===== config.mk =====
export PLATFORM = sky130hd
export DESIGN_NAME = approx_divider_seq
export DESIGN_NICKNAME = d
export VERILOG_FILES = /design/src/rtl/approx_arith_pkg.sv /design/src/rtl/approx_divider_seq_lod.sv /design/src/rtl/approx_divider_seq.sv
export SDC_FILE = /design/constraint.sdc
export NUM_CORES = 1
export LEC_CHECK = 0
export CAP_MARGIN = 25
export CORE_MARGIN = 10
export CORE_UTILIZATION = 53
export CTS_CLUSTER_DIAMETER = 30
export CTS_CLUSTER_SIZE = 24
export DETAILED_ROUTE_END_ITERATION = 16
export GPL_ROUTABILITY_DRIVEN = 1
export PLACE_DENSITY = 0.8
export SYNTH_ARGS = -nofsm -noshare
export SYNTH_HDL_FRONTEND = slang
export SYNTH_SLANG_ARGS = --single-unit

===== constraint.sdc =====
create_clock -name clk -period 15.8 [get_ports clk]
set_clock_uncertainty 0.2 [all_clocks]
set_input_delay 1.58 -clock clk [delete_from_list [all_inputs] [get_ports clk]]
set_output_delay 1.58 -clock clk [all_outputs]
set_load 0.05 [all_outputs]

===== src/rtl/approx_arith_pkg.sv =====
// Shared constants, FSM state encoding and width helpers for the approximate divider.
package approx_arith_pkg;

    localparam int DEF_WIDTH = 64;
    localparam int DEF_NUM   = 7;

    typedef enum logic [2:0] {
        ST_IDLE,
        ST_NORM,
        ST_DIV,
        ST_SHIFT,
        ST_DONE
    } state_t;

    // Iteration counter must hold 0..2*NUM-1.
    function automatic int cnt_width(input int num);
        return $clog2(2 * num);
    endfunction

    // Signed exponent difference spans roughly -WIDTH..+WIDTH, plus a sign bit.
    function automatic int shift_width(input int width);
        return $clog2(width) + 2;
    endfunction

    localparam int DEF_CNT_W   = cnt_width(DEF_NUM);
    localparam int DEF_SHIFT_W = shift_width(DEF_WIDTH);

endpackage


===== src/rtl/approx_divider_seq_lod.sv =====
// Priority encoder: position of the most significant set bit, plus an all-zero flag.
module leading_one_detector #(
    parameter int WIDTH = 64
) (
    input  logic [WIDTH-1:0]         val_i,
    output logic [$clog2(WIDTH)-1:0] pos_o,
    output logic                     zero_o
);

    localparam int POS_W = $clog2(WIDTH);

    always_comb begin
        pos_o = '0;
        for (int i = 0; i < WIDTH; i++) begin
            if (val_i[i]) begin
                pos_o = POS_W'(i);
            end
        end
    end

    assign zero_o = (val_i == '0);

endmodule


===== src/rtl/approx_divider_seq.sv =====
// Sequential leading-one-truncation approximate divider, one quotient bit per clock.
// APPROX_DIV_ROUND_EN: round half-up on the final right shift instead of truncating.
module approx_divider_seq
    import approx_arith_pkg::*;
#(
    parameter int WIDTH = DEF_WIDTH,
    parameter int NUM   = DEF_NUM
) (
    input  logic             clk,
    input  logic             rst,
    input  logic             in_valid,
    output logic             in_ready,
    input  logic [WIDTH-1:0] a,
    input  logic [WIDTH-1:0] b,
    output logic             out_valid,
    input  logic             out_ready,
    output logic [WIDTH-1:0] y,
    output logic             div_by_zero
);

    localparam int QW    = 2 * NUM;
    localparam int POS_W = $clog2(WIDTH);
    localparam int CW    = cnt_width(NUM);
    localparam int SHW   = shift_width(WIDTH);

    state_t             state_q, state_d;
    logic [WIDTH-1:0]   a_q, a_d, b_q, b_d;
    logic [NUM-1:0]     ma_q, ma_d, mb_q, mb_d;
    logic [POS_W-1:0]   ea_q, ea_d, eb_q, eb_d;
    logic [QW-1:0]      n_q, n_d, q_q, q_d;
    logic [NUM-1:0]     rem_q, rem_d;
    logic [CW-1:0]      cnt_q, cnt_d;
    logic [WIDTH-1:0]   y_q, y_d;
    logic               dbz_q, dbz_d;

    logic [POS_W-1:0]   pos_a, pos_b;
    logic               zero_a, zero_b;
    logic [NUM-1:0]     ma_n, mb_n;
    logic [POS_W-1:0]   ea_n, eb_n;
    logic [NUM:0]       rem_sh, rem_diff;
    logic               qbit;
    logic signed [SHW-1:0] s_val;
    logic [SHW-1:0]     rs;
    logic [QW:0]        half, q_rnd;
    logic [WIDTH-1:0]   y_sh;

    leading_one_detector #(.WIDTH(WIDTH)) u_lod_a (
        .val_i (a_q),
        .pos_o (pos_a),
        .zero_o(zero_a)
    );

    leading_one_detector #(.WIDTH(WIDTH)) u_lod_b (
        .val_i (b_q),
        .pos_o (pos_b),
        .zero_o(zero_b)
    );

    // Mantissa starts at the leading one; small operands keep their low NUM bits unshifted.
    always_comb begin
        ea_n = '0;
        ma_n = a_q[NUM-1:0];
        if (int'(pos_a) >= NUM) begin
            ea_n = POS_W'(int'(pos_a) - NUM + 1);
            ma_n = NUM'(a_q >> ea_n);
        end
        eb_n = '0;
        mb_n = b_q[NUM-1:0];
        if (int'(pos_b) >= NUM) begin
            eb_n = POS_W'(int'(pos_b) - NUM + 1);
            mb_n = NUM'(b_q >> eb_n);
        end
    end

    // Partial remainder stays below mb, so NUM bits suffice between iterations.
    always_comb begin
        rem_sh   = {rem_q, n_q[QW-1]};
        rem_diff = rem_sh - {1'b0, mb_q};
        qbit     = (rem_sh >= {1'b0, mb_q});
    end

    always_comb begin
        s_val = signed'(SHW'(ea_q)) - signed'(SHW'(eb_q)) - signed'(SHW'(NUM));
        rs    = SHW'(-s_val);
        half  = '0;
        q_rnd = '0;
        y_sh  = '0;
        if (!s_val[SHW-1]) begin
            y_sh = WIDTH'(q_q) << s_val;
        end else if (rs <= SHW'(QW)) begin
`ifdef APPROX_DIV_ROUND_EN
            half  = (QW+1)'(1) << (rs - SHW'(1));
            q_rnd = {1'b0, q_q} + half;
            y_sh  = WIDTH'(q_rnd >> rs);
`else
            y_sh  = WIDTH'(q_q >> rs);
`endif
        end
    end

    always_comb begin
        state_d = state_q;
        a_d     = a_q;
        b_d     = b_q;
        ma_d    = ma_q;
        mb_d    = mb_q;
        ea_d    = ea_q;
        eb_d    = eb_q;
        n_d     = n_q;
        q_d     = q_q;
        rem_d   = rem_q;
        cnt_d   = cnt_q;
        y_d     = y_q;
        dbz_d   = dbz_q;
        unique case (state_q)
            ST_IDLE: begin
                if (in_valid) begin
                    a_d     = a;
                    b_d     = b;
                    state_d = ST_NORM;
                end
            end
            ST_NORM: begin
                if (zero_b) begin
                    y_d     = '1;
                    dbz_d   = 1'b1;
                    state_d = ST_DONE;
                end else if (zero_a) begin
                    y_d     = '0;
                    dbz_d   = 1'b0;
                    state_d = ST_DONE;
                end else begin
                    ma_d    = ma_n;
                    mb_d    = mb_n;
                    ea_d    = ea_n;
                    eb_d    = eb_n;
                    n_d     = {ma_n, {NUM{1'b0}}};
                    q_d     = '0;
                    rem_d   = '0;
                    cnt_d   = '0;
                    dbz_d   = 1'b0;
                    state_d = ST_DIV;
                end
            end
            ST_DIV: begin
                rem_d = qbit ? rem_diff[NUM-1:0] : rem_sh[NUM-1:0];
                q_d   = {q_q[QW-2:0], qbit};
                n_d   = n_q << 1;
                cnt_d = cnt_q + CW'(1);
                if (cnt_q == CW'(QW - 1)) begin
                    cnt_d   = '0;
                    state_d = ST_SHIFT;
                end
            end
            ST_SHIFT: begin
                y_d     = y_sh;
                state_d = ST_DONE;
            end
            ST_DONE: begin
                if (out_ready) begin
                    state_d = ST_IDLE;
                end
            end
            default: state_d = ST_IDLE;
        endcase
    end

    always_ff @(posedge clk or posedge rst) begin
        if (rst) begin
            state_q <= ST_IDLE;
        end else begin
            state_q <= state_d;
        end
    end

    always_ff @(posedge clk or posedge rst) begin
        if (rst) begin
            a_q   <= '0;
            b_q   <= '0;
            ma_q  <= '0;
            mb_q  <= '0;
            ea_q  <= '0;
            eb_q  <= '0;
            n_q   <= '0;
            q_q   <= '0;
            rem_q <= '0;
            cnt_q <= '0;
            y_q   <= '0;
            dbz_q <= 1'b0;
        end else begin
            a_q   <= a_d;
            b_q   <= b_d;
            ma_q  <= ma_d;
            mb_q  <= mb_d;
            ea_q  <= ea_d;
            eb_q  <= eb_d;
            n_q   <= n_d;
            q_q   <= q_d;
            rem_q <= rem_d;
            cnt_q <= cnt_d;
            y_q   <= y_d;
            dbz_q <= dbz_d;
        end
    end

    assign in_ready    = (state_q == ST_IDLE);
    assign out_valid   = (state_q == ST_DONE);
    assign y           = y_q;
    assign div_by_zero = dbz_q;

endmodule

==> results of run 1 <==
==> critical path: stages (launching register included) <==
cell and delay, ns:
sky130_fd_sc_hd__dfrtp_1 0.46, sky130_fd_sc_hd__nor4_1 0.55, sky130_fd_sc_hd__o21ai_0 0.17, sky130_fd_sc_hd__and3_1 0.22, sky130_fd_sc_hd__o21ai_1 0.47, sky130_fd_sc_hd__or2_2 0.21
sky130_fd_sc_hd__buf_4 0.60, sky130_fd_sc_hd__inv_2 0.40, sky130_fd_sc_hd__ha_1 0.55, sky130_fd_sc_hd__inv_1 0.22, sky130_fd_sc_hd__nor3_1 0.09, sky130_fd_sc_hd__nand3_1 0.15
sky130_fd_sc_hd__o31a_1 0.46, sky130_fd_sc_hd__nand2_4 0.33, sky130_fd_sc_hd__a221oi_2 0.38, sky130_fd_sc_hd__mux2i_1 0.15, sky130_fd_sc_hd__mux4_2 0.49, sky130_fd_sc_hd__or3_1 0.38
sky130_fd_sc_hd__o211a_1 0.11, sky130_fd_sc_hd__a21o_1 0.15
==> cell families after synthesis <==
kind of cell,Yosys count,synth area share (%)
AND/OR/NAND/NOR,776,19.31
AO/OA/AOI/OAI,721,24.57
multiplexers,280,16.06
flip-flops,247,32.33
buffers and inverters,241,5.281
XOR/XNOR,21,1.001
adder cells (fa/ha/maj),21,1.453
==> worst paths after layout <==
| kind | startpoint | to | slack [ns] | depth (start not counted) |
|---|---|---|---|---|
| worst max-delay path | b_q[46]$_DFFE_PP0P_ | mb_q[3]$_DFFE_PP0P_ | 8.89 | 19 |
| worst min-delay path | y[60]$_DFFE_PP0P_ | y[60]$_DFFE_PP0P_ | 0.28 | 2 |
| worst max register to register | b_q[46]$_DFFE_PP0P_ | mb_q[3]$_DFFE_PP0P_ | 8.89 | 19 |
| worst min register to register | y[60]$_DFFE_PP0P_ | y[60]$_DFFE_PP0P_ | 0.28 | 2 |
| max in group asynchronous | rst | a_q[16]$_DFFE_PP0P_ | 12.12 | 5 |
| min in group asynchronous | rst | b_q[24]$_DFFE_PP0P_ | 1.33 | 2 |
==> layer usage <==
metal  GRT usage, %  up-vias  part of all wire (%)
met5              0        -                     0
met3          5.108      168                   7.5
met4          13.84        0                   4.3
li1               -     8871                     -
met2          47.07      935                    47
met1          37.54     9247                    41
==> through the flow <==
step | utilization (%) | setup WS [ns]
2_1_floorplan | - | 7.233
3_3_place_gp | 59.87 | 9.305
3_5_place_dp | 59.89 | 9.104
4_1_cts | 65.45 | 9.084
5_1_grt | 65.63 | 8.469
6_report | 65.63 | 8.894
==> state kept, by name (all words and copies together), names as in the netlist <==
| signal | cells |
|---|---|
| div_by_zero | 1 |
| mb_q | 7 |
| rem_q | 7 |
| b_q | 64 |
| cnt_q | 4 |
| state_q | 3 |
| eb_q | 6 |
| q_q | 14 |
| ea_q | 6 |
| a_q | 64 |
| n_q | 7 |
| y | 64 |
==> Yosys cell counts, drive strengths merged, types with 19 or more instances <==
library cell / count / area share (%)
inv: 76 / 1.5
nor2: 178 / 3.5
buf: 54 / 1.6
a311oi: 20 / 0.95
mux2i: 147 / 7.7
or4: 19 / 0.80
nand2b: 32 / 1.0
nand2: 273 / 5.4
clkbuf: 111 / 2.2
o21ai: 211 / 5.5
mux2: 124 / 7.3
o211ai: 32 / 1.3
nor3: 64 / 1.7
a21oi: 163 / 4.3
nand3: 78 / 2.0
a31oi: 33 / 1.1
dfrtp: 247 / 32
o21a: 23 / 0.90
nor4: 41 / 1.6
a211oi: 32 / 1.3
ha: 19 / 1.2
==> area by class of cell <==
class,count,share of cell area (%)
repair buffers,240,9.980
clock buffers,70,6.609
clock inverters,29,1.871
well taps,461,2.471
multi-input cells,1819,51.34
inverters,76,1.254
flip-flops and latches,247,26.48
==> flow_summary.json, run 1 <==
{
  "finalMaxSlewViolations": 0,
  "avgSynthCellArea_um2": 8.287,
  "drtPass1Iterations": 8,
  "postSynth.asyncResetShare_pct": 100.0,
  "floorplan.die.width_um": 209.9,
  "post-route-cell-area_mm2": 0.02334,
  "antennaDiodeCount": 0,
  "max_clock_freq_mhz": 144.8,
  "clk_root_buffer_cell": "sky130_fd_sc_hd__clkbuf_16",
  "synth-seq-area-share_pct": 32.33,
  "design.portCount": 199,
  "synth.cell_area_mm2": 0.01912,
  "finalSetupTns_ns": 0,
  "ys_ff_latch": 247,
  "cts_inserted_buffers": 54,
  "layout.area.seq_mm2": 0.006181,
  "final_cells": 2942,
  "clk-insertion-delay-late_ns": 0.58,
  "place.gp.congestion": 1.027,
  "grt_remaining_overflow": 0,
  "drt_first_iter_violations": 2134,
  "cap_violations": 0,
  "port_buffers": 198,
  "timing.final.setup_violations": 0,
  "crit_type": "flop to flop",
  "cts_post_setup_buffers_inserted": 0,
  "final_net_count": 2591,
  "class_of_the_most_critical_hold_timing_path": "flop to flop",
  "grtUsageTotal_pct": 29.24,
  "via_per_inst": 6.533,
  "postSynthNetCount": 2460,
  "rsz_0062_raised_after_global_routing": "no",
  "antenna_violations_before_repair": 0,
  "layout-drive-gt1-share_pct": 12.62,
  "postRouteAntennaNets": 0,
  "area.growth.synth_to_final_pct": 22.10,
  "crit_path_start_kind": "flop",
  "largest_net_degree_at_the_start_of_global_routing": 106,
  "multiInputGateArea_mm2": 0.01198,
  "post_cts_hold_buffer_count": 0,
  "grt_pass1_vias": 18602,
  "fillers": 3026,
  "ys_dominant_reg_cell": "sky130_fd_sc_hd__dfrtp_1",
  "htree_levels": 2,
  "period_share_pct": 43.71,
  "post-place-cells": 2839,
  "dieHeight_um": 209.9,
  "synth_edf_count": 0,
  "tritoncts": "built",
  "std_cell_rows": 69,
  "drt-wirelength-per-cell_um": 22.65,
  "most-common-layout-cells": "272 x sky130_fd_sc_hd__nand2_1, 247 x sky130_fd_sc_hd__dfrtp_1, 200 x sky130_fd_sc_hd__o21ai_0",
  "post-route-drc-count": 0,
  "tightest_slew_ns": 1.094,
  "netlist-cell-type-count": 93,
  "path_max_fanout": 58,
  "vias": 19221,
  "clkSlewWorstSetupHoldPaths_ns": 0.05,
  "wp_data_arrival_ns": 7.18,
  "mostFrequentLayoutCell": "sky130_fd_sc_hd__nand2_1",
  "status": "complete, no violations",
  "initial_utilization_pct": 53.75,
  "shortest_period_the_worst_path_allows_ns": 6.906,
  "post_cts.resized_instances": 0,
  "final-hold-violation-count": 0,
  "place_hpwl_mm": 48.38,
  "cts.sink_count": 247,
  "critical_path.endpoint_type": "flop",
  "route.final.wire_length_mm": 66.65,
  "timing.max_slew.rel_slack_pct": 26.79,
  "hold-worst-slack_ns": 0.2804,
  "die_area_mm2": 0.04407,
  "core_mm2": 0.03557,
  "worst-endpoint-required_ns": 16.07,
  "post_dp_cell_area_mm2": 0.02130,
  "synthCells": 2307,
  "synth.yosys.warnings": 0,
  "cts.path.max_buffers": 3,
  "grt_first_pass_wirelength_mm": 105.5
}
Power of run 1 is left out: the tool's default activity adds up to more than one toggle a clock period on the data nets, which glitch-free logic cannot reach.
==> run 2, diff against run 1 <==
- clock period: 15.8 -> 6.9 ns (I/O delays scaled with it)
==> flow_summary.json, run 2 (synthesis gave the netlist of run 1 again) <==
{
  "status": "complete, no violations",
  "crit_path_cell_trace": "nor2_1, a211oi_1, o311ai_1, o21ai_1, or2_2, inv_2, ha_1, o21ai_0, nand2_1, buf_4, nor2_1, nand2_1, o221ai_1, a311o_1, a211oi_1, a21oi_1",
  "finalSetupTns_ns": 0,
  "timing.max_slew.rel_slack_pct": 25.35,
  "initial_utilization_pct": 53.75,
  "critical_path.endpoint_type": "flop",
  "port_buffers": 198,
  "final_cells": 2956,
  "place.gp.congestion": 0.9923,
  "vias": 19450,
  "final_net_count": 2604,
  "cap_violations": 0,
  "hold_sp": "y[51]$_DFFE_PP0P_",
  "drt-wirelength-per-cell_um": 23.46,
  "tightest_slew_ns": 1.106,
  "area.growth.synth_to_final_pct": 22.01,
  "timing.final.setup_violations": 0,
  "grt_first_pass_wirelength_mm": 108.5,
  "route.final.wire_length_mm": 69.35,
  "clkSlewWorstSetupHoldPaths_ns": 0.05,
  "grtUsageTotal_pct": 30.29,
  "post-route-drc-count": 0,
  "most-common-layout-cells": "272 x sky130_fd_sc_hd__nand2_1, 247 x sky130_fd_sc_hd__dfrtp_1, 200 x sky130_fd_sc_hd__o21ai_0",
  "crit_type": "flop to flop",
  "wp_data_arrival_ns": 6.73,
  "crit_path_start_kind": "flop",
  "finalMaxSlewViolations": 0,
  "layout-drive-gt1-share_pct": 12.91,
  "std_cell_rows": 69,
  "class_of_the_most_critical_hold_timing_path": "flop to flop",
  "design.portCount": 199,
  "critical-path-slowest-cell": "sky130_fd_sc_hd__o311ai_1",
  "rsz_0062_raised_after_global_routing": "no",
  "shortest_period_the_worst_path_allows_ns": 6.455,
  "final-hold-violation-count": 0,
  "grt_remaining_overflow": 0,
  "max_clock_freq_mhz": 154.9,
  "largest_net_degree_at_the_start_of_global_routing": 163,
  "cts_post_setup_buffers_inserted": 0,
  "antenna_violations_before_repair": 0,
  "worstReg2RegStart": "a_q[49]$_DFFE_PP0P_",
  "antennaDiodeCount": 0,
  "dieHeight_um": 209.9,
  "core_mm2": 0.03557,
  "grt_pass1_vias": 19082,
  "clk_root_buffer_cell": "sky130_fd_sc_hd__clkbuf_16",
  "fillers": 3031,
  "path_max_fanout": 23,
  "via_per_inst": 6.580,
  "post-place-cells": 2853,
  "place_hpwl_mm": 50.49,
  "drt_first_iter_violations": 1849,
  "reg2reg_setup_slack_ns": 0.45,
  "worst-endpoint-required_ns": 7.17,
  "clk-insertion-delay-late_ns": 0.61,
  "critPathMaxStageDelay_ns": 0.80,
  "postRouteAntennaNets": 0,
  "drtPass1Iterations": 7,
  "tritoncts": "built",
  "floorplan.die.width_um": 209.9,
  "post_cts_hold_buffer_count": 0,
  "period_share_pct": 93.55,
  "mostFrequentLayoutCell": "sky130_fd_sc_hd__nand2_1",
  "die_area_mm2": 0.04407,
  "post_cts.resized_instances": 0,
  "timing.critical_path.from": "a_q[49]$_DFFE_PP0P_",
  "htree_levels": 2,
  "cts.path.max_buffers": 3,
  "cts.sink_count": 247,
  "cts_inserted_buffers": 56
}
-- run 2: cell count changes in the layout (fill, tap and decap cells not counted), moves of 2 or more --
cell	delta
sky130_fd_sc_hd__inv_6	-4
sky130_fd_sc_hd__clkinv_4	+2
sky130_fd_sc_hd__clkbuf_8	-4
sky130_fd_sc_hd__buf_12	+2
sky130_fd_sc_hd__clkbuf_1	+6
sky130_fd_sc_hd__bufinv_16	-4
sky130_fd_sc_hd__clkinv_2	+2
sky130_fd_sc_hd__clkinvlp_4	+3
sky130_fd_sc_hd__buf_2	+2
sky130_fd_sc_hd__buf_4	+11
-- run 2: per-layer routing --
layer	track usage [%]	up-vias	routed length (µm)
met5	0	-	0
met4	13.42	0	3000
met3	5.568	175	5523
met2	49.73	964	32800
met1	38.25	9410	28030
li1	-	8901	-
-- run 2: final timing paths --
check / to / cells after the start
max in group asynchronous: a_q[29]$_DFFE_PP0P_ / 3
worst min-delay path: y[51]$_DFFE_PP0P_ / 2
worst max-delay path: n_q[12]$_DFFE_PP0P_ / 16
min in group asynchronous: b_q[20]$_DFFE_PP0P_ / 2
worst max register to register: n_q[12]$_DFFE_PP0P_ / 16
worst min register to register: y[51]$_DFFE_PP0P_ / 2
-- run 2: area by class of cell --
cell class                 count  area, µm²  area share, %
tap                          461      576.8          2.473
sequential                   247       6181          26.50
clock buffer                  73       1535          6.582
timing repair buffer         251       2400          10.29
clock inverter                29      360.3          1.545
multi-input combinational   1819      11980          51.38
inverter                      76      289.0          1.239
-- run 2: worst max-delay path: cells and delay by family, from the launching register on --
family	cells	cell delay, ns
AOI/OAI and AO/OA	8	2.76
DFF	1	0.45
buffers and inverters	2	0.81
and+or+nand+nor	5	1.46
adders and majority gates	1	0.62
-- run 2: metrics by stage --
stage / util [%] / hold slack (ns) / cell area [µm²] / worst slack, ns
finish: 65.58 / 0.2717 / 23330 / 0.4453
global route: 65.58 / 0.3017 / 23330 / 0.03725
CTS: 65.57 / 0.2802 / 23320 / 0.6637
detailed placement: 60.24 / 0.2700 / 21430 / 0.6822
global placement: 60.18 / 0.2612 / 21410 / 0.6265
floorplan: - / 0.2502 / 19120 / 2.099
Power of run 2 is left out for the same reason.
